===== src/rtl/camera_tracker_if.sv =====
// Bundle between the player/physics side and the camera tracker. The master drives
// player position, frame ticks and load requests; the slave returns the camera state.
interface camera_tracker_if #(
  parameter int PHY_WIDTH    = 16,
  parameter int CAMERA_WIDTH = 6
);
  logic                    frame_tick;
  logic [PHY_WIDTH-1:0]    player_y;
  logic                    load_en;
  logic [CAMERA_WIDTH-1:0] load_level;
  logic [CAMERA_WIDTH-1:0] camera_y;
  logic [CAMERA_WIDTH-1:0] camera_offset;
  logic [PHY_WIDTH-1:0]    level_base;
  logic                    scrolling;
  logic                    level_changed;

  modport master (
    output frame_tick, player_y, load_en, load_level,
    input  camera_y, camera_offset, level_base, scrolling, level_changed
  );

  modport slave (
    input  frame_tick, player_y, load_en, load_level,
    output camera_y, camera_offset, level_base, scrolling, level_changed
  );
endinterface


===== src/rtl/camera_tracker.sv =====
// Follows the player's level from world Y and animates a short vertical scroll on
// each level transition, one step per frame tick. level_base tracks camera_y*LEVEL_HEIGHT.
module camera_tracker #(
  parameter int PHY_WIDTH    = 16,
  parameter int CAMERA_WIDTH = 6,
  parameter int LEVEL_HEIGHT = 480,
  parameter int MAX_LEVEL    = 39,
  parameter int MAX_OFFSET   = 60,
  parameter int SCROLL_STEP  = 4
) (
  input  logic              clk,
  input  logic              rst_n,
  camera_tracker_if.slave   bus
);

  localparam logic [1:0] IDLE        = 2'd0;
  localparam logic [1:0] SCROLL_UP   = 2'd1;
  localparam logic [1:0] SCROLL_DOWN = 2'd2;

  localparam logic [CAMERA_WIDTH-1:0] MAX_LEVEL_C = CAMERA_WIDTH'(MAX_LEVEL);
  localparam logic [CAMERA_WIDTH-1:0] STEP_C      = CAMERA_WIDTH'(SCROLL_STEP);
  localparam logic [CAMERA_WIDTH-1:0] OFF_START_C = CAMERA_WIDTH'(MAX_OFFSET - SCROLL_STEP);
  localparam logic [CAMERA_WIDTH-1:0] ONE_C       = CAMERA_WIDTH'(1);
  localparam logic [PHY_WIDTH-1:0]    HEIGHT_C    = PHY_WIDTH'(LEVEL_HEIGHT);
  localparam logic [CAMERA_WIDTH+1:0] STEP2_W     = (CAMERA_WIDTH+2)'(2 * SCROLL_STEP);
  localparam logic [CAMERA_WIDTH+1:0] MAXOFF_W    = (CAMERA_WIDTH+2)'(MAX_OFFSET);

  logic [1:0]              state_q, state_d;
  logic [CAMERA_WIDTH-1:0] camera_y_q, camera_y_d;
  logic [CAMERA_WIDTH-1:0] camera_offset_q, camera_offset_d;
  logic [PHY_WIDTH-1:0]    level_base_q, level_base_d;
  logic                    scrolling_q, scrolling_d;
  logic                    changed_q, changed_d;
  logic                    level_changed_q, level_changed_d;

  logic [CAMERA_WIDTH-1:0] load_clamped;
  logic [PHY_WIDTH-1:0]    base_load;
  logic                    up_hit;
  logic                    down_hit;
  logic                    up_done;

  always_comb begin
    load_clamped = (bus.load_level > MAX_LEVEL_C) ? MAX_LEVEL_C : bus.load_level;
    base_load    = PHY_WIDTH'(load_clamped) * HEIGHT_C;
    up_hit       = ({1'b0, bus.player_y} >= ({1'b0, level_base_q} + {1'b0, HEIGHT_C}));
    down_hit     = (bus.player_y < level_base_q);
    // Commit once the next step would pass MAX_OFFSET-SCROLL_STEP, so the offset
    // stays bounded even when SCROLL_STEP does not divide MAX_OFFSET.
    up_done      = (({2'b00, camera_offset_q} + STEP2_W) > MAXOFF_W);
  end

  always_comb begin
    state_d         = state_q;
    camera_y_d      = camera_y_q;
    camera_offset_d = camera_offset_q;
    level_base_d    = level_base_q;

    if (bus.load_en) begin
      camera_y_d      = load_clamped;
      level_base_d    = base_load;
      camera_offset_d = '0;
      state_d         = IDLE;
    end else if (bus.frame_tick) begin
      case (state_q)
        IDLE: begin
          if (up_hit && (camera_y_q < MAX_LEVEL_C)) begin
            state_d = SCROLL_UP;
          end else if (down_hit && (camera_y_q != '0)) begin
            camera_y_d      = camera_y_q - ONE_C;
            level_base_d    = level_base_q - HEIGHT_C;
            camera_offset_d = OFF_START_C;
            state_d         = SCROLL_DOWN;
          end
        end
        SCROLL_UP: begin
          if (up_done) begin
            camera_y_d      = camera_y_q + ONE_C;
            level_base_d    = level_base_q + HEIGHT_C;
            camera_offset_d = '0;
            state_d         = IDLE;
          end else begin
            camera_offset_d = camera_offset_q + STEP_C;
          end
        end
        SCROLL_DOWN: begin
          if (camera_offset_q <= STEP_C) begin
            camera_offset_d = '0;
            state_d         = IDLE;
          end else begin
            camera_offset_d = camera_offset_q - STEP_C;
          end
        end
        default: begin
          camera_offset_d = '0;
          state_d         = IDLE;
        end
      endcase
    end

    scrolling_d     = (state_d != IDLE);
    changed_d       = (camera_y_d != camera_y_q);
    level_changed_d = changed_q;
  end

  always_ff @(posedge clk or negedge rst_n) begin
    if (!rst_n) begin
      state_q         <= IDLE;
      camera_y_q      <= '0;
      camera_offset_q <= '0;
      level_base_q    <= '0;
      scrolling_q     <= 1'b0;
      changed_q       <= 1'b0;
      level_changed_q <= 1'b0;
    end else begin
      state_q         <= state_d;
      camera_y_q      <= camera_y_d;
      camera_offset_q <= camera_offset_d;
      level_base_q    <= level_base_d;
      scrolling_q     <= scrolling_d;
      changed_q       <= changed_d;
      level_changed_q <= level_changed_d;
    end
  end

  assign bus.camera_y      = camera_y_q;
  assign bus.camera_offset = camera_offset_q;
  assign bus.level_base    = level_base_q;
  assign bus.scrolling     = scrolling_q;
  assign bus.level_changed = level_changed_q;

endmodule


===== src/flat_wrapper.sv =====
// flat-port wrapper written by rule: the top's interface ports become plain ports
module camera_tracker_flat 
#(
  parameter int PHY_WIDTH    = 16,
  parameter int CAMERA_WIDTH = 6,
  parameter int LEVEL_HEIGHT = 480,
  parameter int MAX_LEVEL    = 39,
  parameter int MAX_OFFSET   = 60,
  parameter int SCROLL_STEP  = 4
)
  (clk, rst_n, bus_frame_tick, bus_player_y, bus_load_en, bus_load_level, bus_camera_y, bus_camera_offset, bus_level_base, bus_scrolling, bus_level_changed);
  camera_tracker_if #(.PHY_WIDTH(PHY_WIDTH), .CAMERA_WIDTH(CAMERA_WIDTH)) bus_i ();
  input  logic clk;
  input  logic rst_n;
  input wire logic [$bits(bus_i.frame_tick)-1:0] bus_frame_tick;
  input wire logic [$bits(bus_i.player_y)-1:0] bus_player_y;
  input wire logic [$bits(bus_i.load_en)-1:0] bus_load_en;
  input wire logic [$bits(bus_i.load_level)-1:0] bus_load_level;
  output wire logic [$bits(bus_i.camera_y)-1:0] bus_camera_y;
  output wire logic [$bits(bus_i.camera_offset)-1:0] bus_camera_offset;
  output wire logic [$bits(bus_i.level_base)-1:0] bus_level_base;
  output wire logic [$bits(bus_i.scrolling)-1:0] bus_scrolling;
  output wire logic [$bits(bus_i.level_changed)-1:0] bus_level_changed;
  assign bus_i.frame_tick = bus_frame_tick;
  assign bus_i.player_y = bus_player_y;
  assign bus_i.load_en = bus_load_en;
  assign bus_i.load_level = bus_load_level;
  assign bus_camera_y = bus_i.camera_y;
  assign bus_camera_offset = bus_i.camera_offset;
  assign bus_level_base = bus_i.level_base;
  assign bus_scrolling = bus_i.scrolling;
  assign bus_level_changed = bus_i.level_changed;
  camera_tracker #(.PHY_WIDTH(PHY_WIDTH), .CAMERA_WIDTH(CAMERA_WIDTH), .LEVEL_HEIGHT(LEVEL_HEIGHT), .MAX_LEVEL(MAX_LEVEL), .MAX_OFFSET(MAX_OFFSET), .SCROLL_STEP(SCROLL_STEP)) u_core (.clk(clk), .rst_n(rst_n), .bus(bus_i));
endmodule

===== config.mk =====
export PLATFORM = sky130hd
export DESIGN_NAME = camera_tracker_flat
export DESIGN_NICKNAME = d
export VERILOG_FILES = /design/src/rtl/camera_tracker_if.sv /design/src/rtl/camera_tracker.sv /design/src/flat_wrapper.sv
export SDC_FILE = /design/constraint.sdc
export NUM_CORES = 1
export LEC_CHECK = 0
export CAP_MARGIN = 10
export CORE_UTILIZATION = 40
export CTS_CLUSTER_SIZE = 8
export DETAILED_ROUTE_END_ITERATION = 10
export SYNTH_ARGS = -nofsm -noshare
export SYNTH_HDL_FRONTEND = slang
export SYNTH_SLANG_ARGS = --single-unit

===== constraint.sdc =====
create_clock -name clk -period 4.6 [get_ports clk]
set_input_delay 0.46 -clock clk [delete_from_list [all_inputs] [get_ports clk]]
set_output_delay 0.46 -clock clk [all_outputs]
set_load 0.005 [all_outputs]

=== Yosys cells after proc, flatten, opt, wreduce, memory -nomap -nowiden ===
Cells that the tools add are included.

* Output and inout port bits: 30
* Bits of input ports: 26
* Memory bits (read-only): 0
* Memories: 0
* Bits in registers: 33
* Word-level logic and storage cells: 64
* Bits in latches: 0
* RAM bits: 0

* Shifts and indexed selects: 0
* $mul: 1
* Magnitude comparators: 6
* Bitwise logic cells: 0
* Equality and inequality tests: 6
* Add/subtract/negate cells: 8
* Muxes and demuxes: 27
* Div/mod/pow operators: 0
* Reduce and logical (&&, ||, !) cells: 9

{| class="wikitable"
|+ Operators with widths
! operator !! number
|-
| 2-to-1 mux 16 bit || 5
|-
| 2-to-1 mux 6 bit || 12
|-
| case mux 16 bit (2 select lines) || 1
|-
| case mux 6 bit (3 select lines) || 1
|-
| adder 16 x 9 -> 17 bit, second input constant || 1
|-
| >= comparator 16 x 17 -> 1 bit || 1
|-
| adder 16 x 9 -> 16 bit, second input constant || 1
|-
| < comparator 16 bit || 1
|-
| subtractor 16 x 9 -> 16 bit, second input constant || 1
|-
| 2-to-1 mux 2 bit || 6
|-
| case mux 6 bit (2 select lines) || 1
|-
| multiplier 6 x 4 -> 10 bit, second input constant || 1
|-
| greater-than comparator 8 x 6 -> 1 bit, second input constant || 1
|-
| adder 6 x 4 -> 7 bit, second input constant || 1
|-
| adder 6 x 1 -> 6 bit, second input constant || 1
|-
| adder 6 x 3 -> 6 bit, second input constant || 1
|-
| greater-than comparator 6 bit, second input constant || 1
|-
| <= comparator 6 x 3 -> 1 bit, second input constant || 1
|-
| < comparator 6 bit, second input constant || 1
|-
| != test 3 x 2 -> 1 bit, second input constant || 2
|-
| != test 6 bit || 1
|-
| case mux 2 bit (3 select lines) || 1
|-
| nonzero test 6 bit || 1
|-
| subtractor 6 x 1 -> 6 bit, second input constant || 1
|-
| 10 further kinds || 12
|}

=== Depth between registers and ports, before layout ===
* Depth after elaboration: 8
* Mapped depth: 14

=== Worst setup path before layout ===
OpenSTA, ideal clock, no wires.

* Path type: input to register
* Start point: input port bus_load_level[4]
* End point: register u_core.level_base_q[14], in the netlist u_core.bus.level_base[14]
* Cell stages on the path: 11
* Setup slack: 1.230 ns
* Arrival time: 3.236 ns
* Library setup time: 0.134 ns
* Cells stage by stage: o21ai_0 nand2b_1 fa_1 fa_1 ha_1 a21o_1 a21oi_1 o21ai_0 o41ai_1 xor2_1 mux2i_1

* Cells in the longest elaborated chain, start to end: 4

{| class="wikitable"
|+ RTL lines
! item !! line !! text
|-
| start: declaration || flat_wrapper.sv:18 || <nowiki>input wire logic [$bits(bus_i.load_level)-1:0] bus_load_level;</nowiki>
|-
| greater-than comparator 6 bit || camera_tracker.sv:43 || <nowiki>load_clamped = (bus.load_level > MAX_LEVEL_C) ? MAX_LEVEL_C : bus.load_level;</nowiki>
|-
| 2-to-1 mux 6 bit * || camera_tracker.sv:43 ||
|-
| multiplier 6 x 4 -> 10 bit * || camera_tracker.sv:44 || <nowiki>base_load = PHY_WIDTH'(load_clamped) * HEIGHT_C;</nowiki>
|-
| 2-to-1 mux 16 bit * || camera_tracker.sv:58 || <nowiki>if (bus.load_en) begin</nowiki>
|-
| end signal: assignment || camera_tracker.sv:118 || <nowiki>level_base_q <= level_base_d;</nowiki>
|-
| end: declaration || camera_tracker.sv:31 || <nowiki>logic [PHY_WIDTH-1:0] level_base_q, level_base_d;</nowiki>
|}

Every way passes the cells marked *; elsewhere a longest branch is shown, timed or not.
A chain may end at the register's enable or synchronous reset.

=== Worst setup path after layout ===
* Start point: input port bus_load_level[3]
* End point: register u_core.level_base_q[14], in the netlist u_core.bus.level_base[14]

Same word-level chain as after synthesis.

==> impl_results.md <==
- Initial antenna violation count: 0
- Starting density of the core: 0.416
- CTS clk-pin slew, worst paths: approximately 0.10 ns
- Warning count from the yosys run: 0
- Largest net degree at the start of global routing: between 40 and 50
- Die width: roughly 95 um
- Area growth, synth to finish: 16.8%
- Vias/cell: between 5 and 6
- Setup TNS: 0 ns
- LEAKAGE: ~0.0018 uW
- Longest Clk Path Bufs: 2
- DPL Wire Length: roughly 6800 um
- Yosys reg bits: 26
- ANT nets after route: 0
- Final hold violations: 0
- DIE AREA: about 0.009 mm^2
- Gpl congestion: around 0.87
- Resized cells post-CTS: 0
- Final setup fails: 0
- I/O Buffers: 43
- Final wirelength: ~8500 um
- Total gr overflow: 0
- Arr. time, crit path: between 4 and 5 ns
- Slew headroom: 0.571
- Placed insts: approximately 550
- Pre-Repair DR Iteration Count: 4
- Average cell area after synthesis: 8.44 um^2
- Syn Inst Count: just over 400
- Post-synth ARST share: 1.00
- Post-synth EDFFs: 0
- WL/cell: ~15 um
- Nets: about 540
- Crit-path max FO: 5
- First-pass GRT wire length: approximately 14,000 um
- Core area: 0.00826 mm^2
- Postcts setup bufs: 0
- Post-DP Area: about 0.004 mm^2
- Crit path kind: in -> reg
- Max Slew Vio Count: 0
- Antenna cells: 0
- Unrepaired setup endpoints after global routing: no
- Cts bufs inserted: 3
- Maximum level of the CTS H-tree: 1
- Clock tree sinks: 26
- GRT Util Overall: 0.197
- Clock latency on the worst-skew pair: around 0.27 ns
- Pwr Density: ~460 mW/mm^2
- Die Span Y: ~95 um
- Worst Path Required: roughly 4.8 ns
- VDD IR max: 0.000237 V
- Clock Tree Root: clkbuf_8
- Initial drt markers: roughly 210
- Period utilization: 0.850
- DRC: 0
- IO Count: 56
- Startpoint types: input pin
- Synth cell types: slightly above 60
- Outcome: finished clean
- Post-CTS Hold Buffers: 0
- Post-layout minimum cycle time: 3.91 ns
- Clk_skew: around 0.0083 ns
- Worst hold-check path type: reg -> reg
- CTS tree: done
- Final Util: 0.486
- Seq/Total Area, Yosys: 0.189
- Max_cap viols: 0
- Ratio of cells with drive above 1 in the final layout: 0.0426
- Main synth FF type: dfrtp_1
- Fmax: ~260 MHz
- Post-route cell area: ~0.004 mm^2
- Vias in the first global route: a little under 3,000
- Fin cells: roughly 550
- Crit end category: flop
- Synthesized cell area: roughly 0.0034 mm^2
- Worst-Margin Slew: roughly 0.64 ns
- Row count: 33
- Vias: 3,099
==> final cells by class <==
type,instances,area [um^2]
Tap cell,105,131
Fill cell,832,4250
Multi-Input combinational cell,332,2570
Inverter,35,131
Sequential cell,26,651
Timing Repair Buffer,49,475
Clock buffer,4,55.1
==> through the flow <==
| stage | setup WS [ns] | hold slack, ns | power (uW) |
|---|---|---|---|
| 3_5_place_dp | 0.392 | 0.339 | 1700 |
| 2_1_floorplan | 1.23 | 0.164 | 1320 |
| 6_report | 0.688 | 0.359 | 1860 |
| 5_1_grt | 0.453 | 0.376 | 2060 |
| 3_3_place_gp | 0.446 | 0.337 | 1680 |
| 4_1_cts | 0.677 | 0.362 | 1870 |
==> cell usage in the layout, fill, tap and decap left out, drive strengths merged, types with 3 or more instances in the layout <==
master / instances
inv: 35
o311ai: 4
mux2i: 8
a31oi: 3
xnor2: 24
nand2: 27
a211o: 4
o21ai: 16
o211ai: 7
nand3: 13
or3: 3
nor3: 12
xor2: 4
a21oi: 30
dfrtp: 26
clkdlybuf4s50: 43
buf: 6
nand4: 6
nor2: 34
fa: 10
and3: 8
clkbuf: 4
conb: 7
nor2b: 7
ha: 54
o21a: 3
nand2b: 6
a21o: 3
==> per-layer routing <==
metal | track usage | vias to the layer above | part of all wire
li1 | - | 1535 | -
met1 | 0.271 | 1496 | 0.48
met2 | 0.343 | 62 | 0.48
met3 | 0.0137 | 6 | 0.034
met4 | 0.0316 | 0 | 0.011
met5 | 0 | - | 0
==> synthesized netlist by cell type (all sizes together) (2+ instances only) <==
| cell | number | area (um^2) |
|---|---|---|
| o31ai | 2 | 15.0 |
| o22ai | 2 | 26.3 |
| xor2 | 4 | 35.0 |
| buf | 8 | 63.8 |
| nand4 | 6 | 37.5 |
| xnor2 | 24 | 210 |
| ha | 54 | 676 |
| clkbuf | 12 | 45.0 |
| nand3 | 13 | 65.1 |
| a31oi | 3 | 18.8 |
| o311ai | 4 | 35.0 |
| or3 | 3 | 18.8 |
| mux2i | 8 | 80.1 |
| nor2 | 34 | 128 |
| nor3 | 12 | 60.1 |
| or4 | 2 | 18.8 |
| nand2 | 27 | 101 |
| a222oi | 2 | 20.0 |
| o21a | 3 | 22.5 |
| o21ai | 16 | 80.1 |
| o211ai | 7 | 52.6 |
| a21oi | 30 | 154 |
| and3 | 8 | 50.1 |
| and4 | 2 | 17.5 |
| a22oi | 2 | 15.0 |
| a211oi | 2 | 15.0 |
| o41ai | 2 | 17.5 |
| inv | 35 | 131 |
| a21o | 3 | 22.5 |
| dfrtp | 26 | 651 |
| a221oi | 2 | 17.5 |
| nor2b | 7 | 43.8 |
| a211o | 4 | 35.0 |
| fa | 10 | 200 |
| nand2b | 6 | 37.5 |
==> worst max-delay path: stages <==
cell	delay (ns)
clkdlybuf4s50_1	0.46
o21ai_0	0.32
nand2b_1	0.26
fa_1	0.61
fa_1	0.46
ha_1	0.29
a21o_1	0.17
a21oi_1	0.22
o21ai_0	0.17
o41ai_1	0.34
xor2_1	0.22
mux2i_1	0.09
==> sequential cells by signal, indices dropped and copies added (netlist names) <==
name and flops:
u_core.bus.camera_offset 4, u_core.bus.level_changed 1, u_core.bus.scrolling 1, u_core.state_q 2
u_core.bus.level_base 11, u_core.changed_q 1, u_core.bus.camera_y 6
==> worst paths after layout <==
check                                                      from                                       to  slack (ns)  cells after the start
max                                           bus_load_level[3]    u_core.bus.level_base[14]$_DFFE_PN0P_        0.69                     12
min                                  u_core.changed_q$_DFF_PN0_       u_core.bus.level_changed$_DFF_PN0_        0.36                      0
max reg2reg                u_core.bus.level_base[5]$_DFFE_PN0P_  u_core.bus.camera_offset[2]$_DFFE_PN0P_        0.92                     13
min reg2reg                          u_core.changed_q$_DFF_PN0_       u_core.bus.level_changed$_DFF_PN0_        0.36                      0
max in group asynchronous                                 rst_n              u_core.state_q[0]$_DFF_PN0_        3.78                      2
min in group asynchronous                                 rst_n       u_core.bus.level_changed$_DFF_PN0_        0.54                      2
==> cells by family after synthesis <==
logic type	synth area share
AND/OR/NAND/NOR	0.183
AO/OA/AOI/OAI	0.201
adder cells (fa/ha/maj)	0.258
buffers and inverters	0.0699
XOR/XNOR	0.0714
flip-flops	0.189
multiplexers	0.0266
other	0.00109
==> where the power goes <==
group	total (uW)	leakage (uW)	switching [uW]	internal, uW
logic	1280	0.00143	660	622
clock network	154	0.0000288	77.6	76.6
registers	421	0.000316	126	295
total	1860	0.00178	863	994
(Power assumes the default switching activity.)
